===== src/rtl/forward_unit.sv =====
// rtl/forward_unit.sv - EX-stage operand forwarding selects with saturating event counters
module forward_unit #(
  parameter int REG_ADDR_W = 5,
  parameter int CNT_W      = 16
) (
  input  logic                  clk,
  input  logic                  reset,
  input  logic                  EXMEM_RegWrite,
  input  logic [REG_ADDR_W-1:0] EXMEM_Rd,
  input  logic                  MEMWB_RegWrite,
  input  logic [REG_ADDR_W-1:0] MEMWB_Rd,
  input  logic [REG_ADDR_W-1:0] IDEX_Rs,
  input  logic [REG_ADDR_W-1:0] IDEX_Rt,
  output logic [1:0]            ForwardA,
  output logic [1:0]            ForwardB,
  output logic [CNT_W-1:0]      fwd_exmem_cnt,
  output logic [CNT_W-1:0]      fwd_memwb_cnt
);

  localparam logic [1:0] SEL_REG   = 2'b00;
  localparam logic [1:0] SEL_EXMEM = 2'b10;
  localparam logic [1:0] SEL_MEMWB = 2'b01;

  logic             exmem_live;
  logic             memwb_live;
  logic [1:0]       exmem_inc;
  logic [1:0]       memwb_inc;
  logic [CNT_W:0]   exmem_sum;
  logic [CNT_W:0]   memwb_sum;
  logic [CNT_W-1:0] exmem_cnt_d, exmem_cnt_q;
  logic [CNT_W-1:0] memwb_cnt_d, memwb_cnt_q;

  // $zero is hardwired, so a write to r0 never produces a forwardable value
  assign exmem_live = EXMEM_RegWrite && (EXMEM_Rd != '0);
  assign memwb_live = MEMWB_RegWrite && (MEMWB_Rd != '0);

  always_comb begin
    ForwardA = SEL_REG;
    if (exmem_live && (EXMEM_Rd == IDEX_Rs)) ForwardA = SEL_EXMEM;
    else if (memwb_live && (MEMWB_Rd == IDEX_Rs)) ForwardA = SEL_MEMWB;
  end

  always_comb begin
    ForwardB = SEL_REG;
    if (exmem_live && (EXMEM_Rd == IDEX_Rt)) ForwardB = SEL_EXMEM;
    else if (memwb_live && (MEMWB_Rd == IDEX_Rt)) ForwardB = SEL_MEMWB;
  end

  assign exmem_inc = {1'b0, ForwardA == SEL_EXMEM} + {1'b0, ForwardB == SEL_EXMEM};
  assign memwb_inc = {1'b0, ForwardA == SEL_MEMWB} + {1'b0, ForwardB == SEL_MEMWB};

  // One extra sum bit catches overflow from an increment of up to 2
  assign exmem_sum = {1'b0, exmem_cnt_q} + {{(CNT_W-1){1'b0}}, exmem_inc};
  assign memwb_sum = {1'b0, memwb_cnt_q} + {{(CNT_W-1){1'b0}}, memwb_inc};

  always_comb begin
    exmem_cnt_d = exmem_sum[CNT_W] ? {CNT_W{1'b1}} : exmem_sum[CNT_W-1:0];
    memwb_cnt_d = memwb_sum[CNT_W] ? {CNT_W{1'b1}} : memwb_sum[CNT_W-1:0];
  end

  always_ff @(posedge clk) begin
    if (reset) begin
      exmem_cnt_q <= '0;
      memwb_cnt_q <= '0;
    end else begin
      exmem_cnt_q <= exmem_cnt_d;
      memwb_cnt_q <= memwb_cnt_d;
    end
  end

  assign fwd_exmem_cnt = exmem_cnt_q;
  assign fwd_memwb_cnt = memwb_cnt_q;

endmodule


===== config.mk =====
export PLATFORM = sky130hd
export DESIGN_NAME = forward_unit
export DESIGN_NICKNAME = d
export VERILOG_FILES = /design/src/rtl/forward_unit.sv
export SDC_FILE = /design/constraint.sdc
export NUM_CORES = 1
export LEC_CHECK = 0
export BUFFER_PORTS_ARGS = -buffer_cell sky130_fd_sc_hd__buf_4
export CORE_AREA = 2 2 58 87
export DETAILED_ROUTE_END_ITERATION = 8
export DIE_AREA = 0 0 60 89
export GPL_TIMING_DRIVEN = 1
export HOLD_SLACK_MARGIN = 0.1
export PLACE_DENSITY = 0.78
export SLEW_MARGIN = 40
export SYNTH_ARGS = -nofsm -noshare
export SYNTH_HDL_FRONTEND = slang
export SYNTH_SLANG_ARGS = --single-unit

===== constraint.sdc =====
create_clock -name clk -period 3.45 [get_ports clk]
set_clock_uncertainty 0.1 [all_clocks]
set_input_delay 0.69 -clock clk [delete_from_list [all_inputs] [get_ports clk]]
set_output_delay 0.69 -clock clk [all_outputs]
set_load 0.005 [all_outputs]

==> results.sh, run 1 <==
export IMPL_placed_area_um2=2369
export IMPL_ys_seq_area_share_pct=36.42
export IMPL_synth_edff_count=0
export IMPL_nets=305
export IMPL_cts_repair_resized=0
export IMPL_postLayoutCellArea_um2=2480
export IMPL_worstMarginPinSlew_ps=417.1
export IMPL_p_int_uw=621.6
export IMPL_wire_per_inst_um=12.76
export IMPL_gp_congestion=0.9058
export IMPL_clock_tree_root_cell="clkbuf_8"
export IMPL_placed_cells=334
export IMPL_layout_cells_non_filler=342
export IMPL_crit_arrival_ps=3310
export IMPL_fin_util_pct=54.60
export IMPL_synthMostInstantiatedCell="dfxtp_1"
export IMPL_vias_per_cell=5.099
export IMPL_clock_sinks=32
export IMPL_setup_viol=0
export IMPL_p_clk_share_pct=44.7
export IMPL_synth_cell_types=33
export IMPL_cts_setup_buffers=0
export IMPL_die_h_um=89
export IMPL_fmax_mhz=312.9
export IMPL_synthFlopType="dfxtp_1"
export IMPL_grt_pass1_wl_mm=7.348
export IMPL_die_width_um=60
export IMPL_maxCapViolations=0
export IMPL_cp_end_kind="flop"
export IMPL_cp_max_fo=7
export IMPL_area_growth_pct=40.97
export IMPL_yosys_top_cells_count="dfxtp_1 (32), a21oi_1 (28), xnor2_1 (23)"
export IMPL_post_route_period_util_pct=92.65
export IMPL_slew_headroom_pct=71.94
export IMPL_holdBufCountCts=0
export IMPL_initial_core_util_pct=38.73
export IMPL_hold_violations=0
export IMPL_ant_nets=0
export IMPL_yosys_warnings=0
export IMPL_report_final_slew_viol_count=0
export IMPL_grt_usage_pct=17.83
export IMPL_status="completed"
export IMPL_synth_top_cells_by_area="dfxtp_1 (36%), xnor2_1 (11%), xor2_1 (8.5%)"
export IMPL_powerDensity_nw_per_um2=323.4
export IMPL_grt_max_degree=33
export IMPL_ys_ff_latch=32
export IMPL_coreArea_um2=4542
export IMPL_cts_buffer_depth=2
export IMPL_rsz0062_at_grt="false"
export IMPL_path_clk_slew_ps=70
export IMPL_swShare_pct=22.50
export IMPL_pwr_share_comb_pct=9.0
export IMPL_tns_ps=0
export IMPL_insertion_delay_ps=290
export IMPL_syn_area_um2=1759
export IMPL_row_count=30
export IMPL_num_antenna_cells=0
export IMPL_cp_required_ps=3570
export IMPL_drive_gt1_share_pct=32.01
export IMPL_num_vias=1744
export IMPL_place_hpwl_mm=3.302
export IMPL_max_vdd_ir_drop_mv=0.2366
export IMPL_drt_iter0_drc=92
export IMPL_met1_usage_pct=20.80
export IMPL_ios=60
export IMPL_leakage_uw=0.0009515
export IMPL_grt_busiest_layer="met2"
export IMPL_finalCriticalPeriod_ps=3196
export IMPL_syn_inst=201
export IMPL_pwr_share_seq_pct=46.3
export IMPL_drcViolationCount=0
export IMPL_synth_top_area_cell="dfxtp_1"
export IMPL_grt_overflow_total=0
export IMPL_dr_pass1_iters=4
export IMPL_synth_top_area_share_pct=36.42
export IMPL_critPathLaunchType="input port"
export IMPL_cts_htree_levels=2
export IMPL_port_buffers=59
export IMPL_grt_pass1_vias=1684
export IMPL_hold_class="reg2reg"
export IMPL_met3_usage_pct=3.907
export IMPL_power_switching_uw=180.5
export IMPL_die_area_um2=5340
export IMPL_met2_usage_pct=30.83
export IMPL_syn_nets=229
export IMPL_wirelength_mm=4.364
export IMPL_cts_tree="yes"
export IMPL_critPathKind="in2reg"
export IMPL_avgSynthCellArea_um2=8.752
export IMPL_numCtsBuffers=5
export IMPL_grt_antenna_before_repair=0
export IMPL_synth_async_reset_ratio_pct=0
[placed cells by master, fill, tap and decap left out, types with 2 or more instances in the layout]
| cell | count |
|---|---|
| nor2_1 | 10 |
| clkbuf_8 | 5 |
| nand2_1 | 11 |
| a21oi_1 | 28 |
| dfxtp_1 | 32 |
| xor2_1 | 17 |
| inv_1 | 6 |
| buf_4 | 74 |
| and3_1 | 3 |
| or4_1 | 3 |
| nor4_1 | 11 |
| and4b_1 | 2 |
| nor4_2 | 2 |
| nand4_1 | 6 |
| ha_1 | 2 |
| fa_1 | 2 |
| xnor2_1 | 23 |
| nand3_1 | 13 |
| nor3_1 | 11 |
[through the flow]
step / total power, uW / setup WS, ps / hold WS (ps)
floorplan: 410.7 / 60.15 / 416.0
global placement: 451.4 / 28.02 / 444.8
detailed placement: 452.6 / -26.77 / 454.5
CTS: 811.6 / 266.2 / 468.0
global route: 839.5 / 85.36 / 519.1
finish: 802.1 / 253.7 / 465.7
[layer usage]
metal / up-vias / share of wire, %
li1: 874 / -
met1: 803 / 42
met2: 58 / 51
met3: 9 / 4.9
met4: 0 / 2.2
met5: - / 0
[power groups by stage]
stage | logic [uW] | clock network, uW | registers, uW
2_1_floorplan | 31.1 | 0 | 380
6_report | 72.2 | 359 | 371
5_1_grt | 79.8 | 388 | 371
3_5_place_dp | 72.9 | 0 | 380
4_1_cts | 73.0 | 367 | 371
3_3_place_gp | 71.6 | 0 | 380
[cell type report]
cell class / count / area (um^2)
fillers: 431 / 2062
multi-input cells: 158 / 1070
flip-flops and latches: 32 / 640.6
repair buffers: 74 / 555.5
well taps: 64 / 80.08
clock buffers: 5 / 68.82
clock inverters: 3 / 42.54
inverters: 6 / 22.52
[flip-flops by register name, summed over array words and instances, names as in the netlist]
| signal | cells |
|---|---|
| fwd_memwb_cnt | 16 |
| fwd_exmem_cnt | 16 |
[worst paths after layout]
check                    startpoint  slack, ps  depth (start not counted)           endpoint
hold reg to reg   fwd_exmem_cnt[15]        470                          2  fwd_exmem_cnt[15]
hold / removal    fwd_exmem_cnt[15]        470                          2  fwd_exmem_cnt[15]
setup / recovery        EXMEM_Rd[3]        250                         12   fwd_memwb_cnt[0]
setup reg to reg   fwd_exmem_cnt[0]       1540                          7  fwd_exmem_cnt[14]
[kinds of logic after synthesis]
group                    Yosys count  synth area share (%)
adder cells (fa/ha/maj)            4                 3.698
AO/OA/AOI/OAI                     35                 11.24
AND/OR/NAND/NOR                   78                 25.39
buffers and inverters             11                 2.773
flip-flops                        32                 36.42
XOR/XNOR                          40                 19.91
multiplexers                       1                0.5690
[worst max-delay path, cell delays in order]
cell,delay (ps)
buf_4,120
or4_4,540
o21ai_4,170
nor4_2,80
nor4_1,360
fa_1,270
ha_1,170
nand4_1,140
nor3_2,280
nand4_2,170
buf_4,200
a21oi_1,140
Power figures use the tool's default switching activity.
==> inputs of run 2 (changes only) <==
ABC_AREA = 1   (was not set)
CORE_AREA = 2 2 63 95   (was 2 2 58 87)
DIE_AREA = 0 0 65 97   (was 0 0 60 89)
PLACE_DENSITY = 0.77   (was 0.78)
==> run 2 against run 1 <==
Compared with the run above:
- setup slack better by 370 ps
- core utilization fell by 3.9 points
- global-route usage down 0.35 points
- first-iteration DRC count down 58%
- sequential share of layout area down 2.5 points
- sequential power hardly changed
- critical path type unchanged
- highest routed layer unchanged
- clock power shrank 17%
- fmax up 13%
- power fell by 7.3%
- synthesized cell count up 51%
- clock-buffer cell count up 1
==> results.sh, run 2 <==
export IMPL_slew_headroom_pct=69.19
export IMPL_grt_max_degree=20
export IMPL_hold_class="reg2reg"
export IMPL_num_vias=2132
export IMPL_hold_violations=0
export IMPL_max_vdd_ir_drop_mv=0.2421
export IMPL_cp_end_kind="flop"
export IMPL_multi_input_area_um2=1276
export IMPL_area_growth_pct=28.43
export IMPL_hold_ws_ps=496.4
export IMPL_setup_viol=0
export IMPL_grt_usage_pct=17.48
export IMPL_syn_nets=331
export IMPL_drcViolationCount=0
export IMPL_report_final_slew_viol_count=0
export IMPL_yosys_warnings=0
export IMPL_drive_gt1_share_pct=24.52
export IMPL_cts_repair_resized=0
export IMPL_path_clk_slew_ps=70
export IMPL_place_hpwl_mm=4.243
export IMPL_crit_arrival_ps=2910
export IMPL_clock_sinks=32
export IMPL_synth_top_area_cell="dfxtp_1"
export IMPL_leakage_uw=0.001311
export IMPL_place_ws_ps=286.5
export IMPL_mostFrequentLayoutCell="nand2_1"
export IMPL_synthMostInstantiatedCell="nand2_1"
export IMPL_layout_cells_non_filler=437
export IMPL_grt_antenna_before_repair=0
export IMPL_syn_inst=303
export IMPL_die_h_um=97
export IMPL_die_width_um=65
export IMPL_cp_required_ps=3530
export IMPL_mostFrequentLayoutCells="nand2_1 (61), buf_4 (59), inv_1 (47)"
export IMPL_avgSynthCellArea_um2=7.045
export IMPL_clock_tree_root_cell="clkbuf_8"
export IMPL_grt_pass1_vias=2164
export IMPL_powerDensity_nw_per_um2=271.2
export IMPL_cts_tree="yes"
export IMPL_finalCriticalPeriod_ps=2826
export IMPL_grt_overflow_total=0
export IMPL_ant_nets=0
export IMPL_synth_top_cells_by_area="dfxtp_1 (30%), nand2_1 (11%), inv_1 (8.3%)"
export IMPL_post_route_period_util_pct=81.90
export IMPL_wirelength_mm=5.276
export IMPL_dr_pass1_iters=4
export IMPL_status="completed"
export IMPL_insertion_delay_ps=280
export IMPL_numCtsBuffers=5
export IMPL_holdBufCountCts=0
export IMPL_nets=394
export IMPL_syn_area_um2=2135
export IMPL_port_buffers=59
export IMPL_synth_cell_types=25
export IMPL_tns_ps=0
export IMPL_die_area_um2=6305
export IMPL_wire_per_inst_um=12.07
export IMPL_fmax_mhz=353.9
export IMPL_cts_buffer_depth=2
export IMPL_gp_congestion=0.8371
export IMPL_yosys_top_cells_count="nand2_1 (61), inv_1 (47), dfxtp_1 (32), nand3_1 (32), nor2_1 (32)"
export IMPL_regArea_um2=640.6
export IMPL_placed_cells=429
export IMPL_placed_area_um2=2649
export IMPL_coreArea_um2=5409
export IMPL_worstMarginPinSlew_ps=461.6
export IMPL_drt_iter0_drc=39
export IMPL_vias_per_cell=4.879
export IMPL_cts_setup_buffers=0
export IMPL_worst_slack_ps=624.4
export IMPL_ys_ff_latch=32
export IMPL_cp_max_fo=9
export IMPL_initial_core_util_pct=39.46
export IMPL_synthFlopType="dfxtp_1"
export IMPL_grt_pass1_wl_mm=8.894
export IMPL_critPathKind="in2reg"
export IMPL_ys_seq_area_share_pct=30.01
export IMPL_num_antenna_cells=0
export IMPL_ios=60
export IMPL_row_count=33
export IMPL_rsz0062_at_grt="false"
export IMPL_maxCapViolations=0
export IMPL_synth_top_area_share_pct=30.01
export IMPL_critPathLaunchType="input port"
export IMPL_synth_async_reset_ratio_pct=0
export IMPL_cts_htree_levels=2
export IMPL_synth_edff_count=0
export IMPL_postLayoutCellArea_um2=2741
export IMPL_fillers=534
==> run 2: cells by family after synthesis <==
logic type	synth area share, %
simple gates	37.57
buf+inv	10.20
flops	30.01
xor+xnor	12.72
compound gates	6.448
fa+ha+maj	3.048
==> run 2: final timing paths <==
| path | startpoint | cells past startpoint | slack [ps] | endpoint |
|---|---|---|---|---|
| setup / recovery | IDEX_Rs[2] | 15 | 620 | fwd_memwb_cnt[10] |
| setup reg to reg | fwd_exmem_cnt[0] | 10 | 1540 | fwd_exmem_cnt[13] |
| hold / removal | fwd_exmem_cnt[15] | 4 | 500 | fwd_exmem_cnt[15] |
| hold reg to reg | fwd_exmem_cnt[15] | 4 | 500 | fwd_exmem_cnt[15] |
==> run 2: critical path, cell delays in order <==
cell and delay, ps:
buf_4 120, xnor2_1 200, nand3_1 130, nor3_1 250, nor2_1 140, fa_1 490, ha_1 250, nand3_2 110
inv_2 60, nand2_4 80, clkinv_4 70, nand3_4 100, nand3_1 100, nand2_1 60, inv_1 40
==> run 2: layer usage <==
layer	global-route usage [%]	wire, um	up-vias
li1	-	-	1077
met1	17.36	2059	989
met2	33.47	2813	56
met3	3.140	279	10
met4	8.183	125	0
met5	0	0	-
==> run 2: report_power, final <==
| part | internal (uW) | switching [uW] |
|---|---|---|
| registers | 370 | 0.774 |
| clock network | 159 | 140 |
| logic | 37.4 | 36.1 |
==> run 2: layout make-up <==
| type | count | share of cell area [%] |
|---|---|---|
| inverter | 51 | 7.348 |
| timing repair buffer | 59 | 16.16 |
| clock buffer | 6 | 3.012 |
| sequential | 32 | 23.37 |
| tap | 70 | 3.195 |
| multi-input combinational | 217 | 46.55 |
| clock inverter | 2 | 0.3651 |
==> run 2: through the flow <==
step / power, uW / utilization, %
2_1_floorplan: 414.6 / -
3_3_place_gp: 451.4 / 48.97
3_5_place_dp: 452.2 / 48.97
4_1_cts: 751.5 / 50.68
5_1_grt: 770.6 / 50.68
6_report: 743.4 / 50.68
==> inputs of run 3 (changes only) <==
clock period = 2.5 ns   (was 3.45 ns; I/O delays follow)
==> run 3 against run 2 <==
Compared with the run above:
- flip-flop and latch count unchanged
- setup slack worse by 580 ps
- hold slack got worse by 62 ps
- design area grew 11%
- non-clock buffer count increased by 29
- final cell count is 6.6% higher
- combinational power rose by 82%
- largest power group unchanged
- critical path type unchanged
- power grew 45%
- first-iteration DRC count grew 69%
- clock power grew 44%
- highest routed layer unchanged
- sequential power rose by 38%
==> results.sh, run 3 (synthesized netlist as in run 2, its figures left out) <==
export IMPL_die_h_um=97
export IMPL_die_width_um=65
export IMPL_r2r_end="fwd_exmem_cnt[10]"
export IMPL_cp_required_ps=2580
export IMPL_insertion_delay_ps=280
export IMPL_post_route_period_util_pct=98.11
export IMPL_gp_congestion=0.8068
export IMPL_wire_per_inst_um=12.39
export IMPL_clock_sinks=32
export IMPL_grt_antenna_before_repair=0
export IMPL_max_vdd_ir_drop_mv=0.3144
export IMPL_ant_nets=0
export IMPL_clock_tree_root_cell="clkbuf_8"
export IMPL_power_switching_uw=250.0
export IMPL_grt_pass1_wl_mm=9.156
export IMPL_critPathKind="in2reg"
export IMPL_grt_overflow_total=0
export IMPL_tns_ps=0
export IMPL_cts_tree="yes"
export IMPL_dr_pass1_iters=4
export IMPL_grt_pass1_vias=2170
export IMPL_cts_buffer_depth=2
export IMPL_place_ws_ps=-274.7
export IMPL_slew_headroom_pct=69.81
export IMPL_p_clk_share_pct=39.9
export IMPL_fin_util_pct=56.49
export IMPL_reg2regPathDepth=10
export IMPL_setup_worst_path_start="EXMEM_Rd[0]"
export IMPL_pwr_share_comb_pct=12.4
export IMPL_nets=424
export IMPL_path_clk_slew_ps=70
export IMPL_num_vias=2248
export IMPL_area_growth_pct=43.14
export IMPL_holdBufCountCts=0
export IMPL_port_buffers=59
export IMPL_die_area_um2=6305
export IMPL_numCtsBuffers=5
export IMPL_pwr_share_seq_pct=47.6
export IMPL_drt_iter0_drc=66
export IMPL_drcViolationCount=0
export IMPL_maxCapViolations=0
export IMPL_fmax_mhz=407.7
export IMPL_setup_viol=0
export IMPL_cp_max_fo=7
export IMPL_cts_htree_levels=2
export IMPL_grt_usage_pct=17.92
export IMPL_hold_class="in2reg"
export IMPL_coreArea_um2=5409
export IMPL_finalCriticalPeriod_ps=2453
export IMPL_powerDensity_nw_per_um2=352.1
export IMPL_crit_path_end="fwd_memwb_cnt[15]"
export IMPL_grt_max_degree=20
export IMPL_worst_slack_ps=47.16
export IMPL_crit_arrival_ps=2540
export IMPL_drive_gt1_share_pct=33.84
export IMPL_mostFrequentLayoutCells="buf_4 (88), nand2_1 (60), inv_1 (47)"
export IMPL_row_count=33
export IMPL_r2r_start="fwd_exmem_cnt[0]"
export IMPL_leakage_uw=0.001469
export IMPL_cp_end_kind="flop"
export IMPL_hold_violations=0
export IMPL_p_int_uw=825.9
export IMPL_place_hpwl_mm=4.376
export IMPL_rsz0062_at_grt="true"
export IMPL_mostFrequentLayoutCell="buf_4"
export IMPL_report_final_slew_viol_count=0
export IMPL_swShare_pct=23.24
export IMPL_worstMarginPinSlew_ps=452.3
export IMPL_initial_core_util_pct=39.46
export IMPL_num_antenna_cells=0
export IMPL_reg2reg_slack_ps=690
export IMPL_fillers=503
export IMPL_ios=60
export IMPL_critPathLaunchType="input port"
export IMPL_status="completed"
export IMPL_wirelength_mm=5.776
export IMPL_vias_per_cell=4.824
[run 3: metal layers]
| layer | vias up | global-route usage (%) | part of all wire [%] |
|---|---|---|---|
| met4 | 0 | 7.201 | 2.1 |
| met1 | 1026 | 19.06 | 38 |
| li1 | 1148 | - | - |
| met2 | 67 | 33.54 | 54 |
| met3 | 7 | 3.140 | 5.9 |
| met5 | - | 0 | 0 |
[run 3: repair_timing]
| item | CTS | global route |
|---|---|---|
| setup endpoints to repair | 0 | 23 |
| setup buffers | 0 | 2 |
| resized for setup | 0 | 16 |
[run 3: how the worst min path moves through the flow]
stage,start,end,depth (start not counted)
finish,reset,fwd_memwb_cnt[2],2
global route,reset,fwd_memwb_cnt[2],2
CTS,reset,fwd_memwb_cnt[0],2
detailed placement,fwd_exmem_cnt[15],fwd_exmem_cnt[15],4
global placement,fwd_memwb_cnt[15],fwd_memwb_cnt[15],4
floorplan,fwd_exmem_cnt[15],fwd_exmem_cnt[15],4
[run 3: stage by stage]
stage | cells | area, um^2 | total power [uW] | hold slack [ps]
final | 466 | 3055 | 1076 | 434.7
after global placement | 456 | 2864 | 640.7 | 459.5
after global routing | 466 | 3055 | 1126 | 449.1
after floorplan | 303 | 2147 | 573.7 | 455.9
after CTS | 463 | 2960 | 1072 | 431.7
after detailed placement | 456 | 2864 | 641.9 | 469.4
[run 3: power groups by stage]
stage               logic [uW]  clock network (uW)  registers, uW
floorplan                 49.8                   0            524
global placement           117                   0            524
detailed placement         118                   0            524
CTS                        119                 440            512
global route               145                 469            512
finish                     134                 430            512
[run 3: cell type report]
class	count	area [um^2]	share of cell area (%)
Clock buffer	7	96.34	3.153
Tap cell	70	87.58	2.867
Sequential cell	32	640.6	20.97
Multi-Input combinational cell	218	1369	44.80
Inverter	51	201.4	6.593
Timing Repair Buffer	88	660.6	21.62
[run 3: critical path: stages]
cell and delay, ps:
buf_4 120, buf_4 130, xnor2_2 140, nand3_2 120, nor3_4 250, nor2_2 80
fa_2 390, ha_4 170, nand3_2 90, inv_2 60, nand2_4 80, clkinv_4 80
nand3_4 100, nand3_1 90, nand2_1 70, inv_1 40
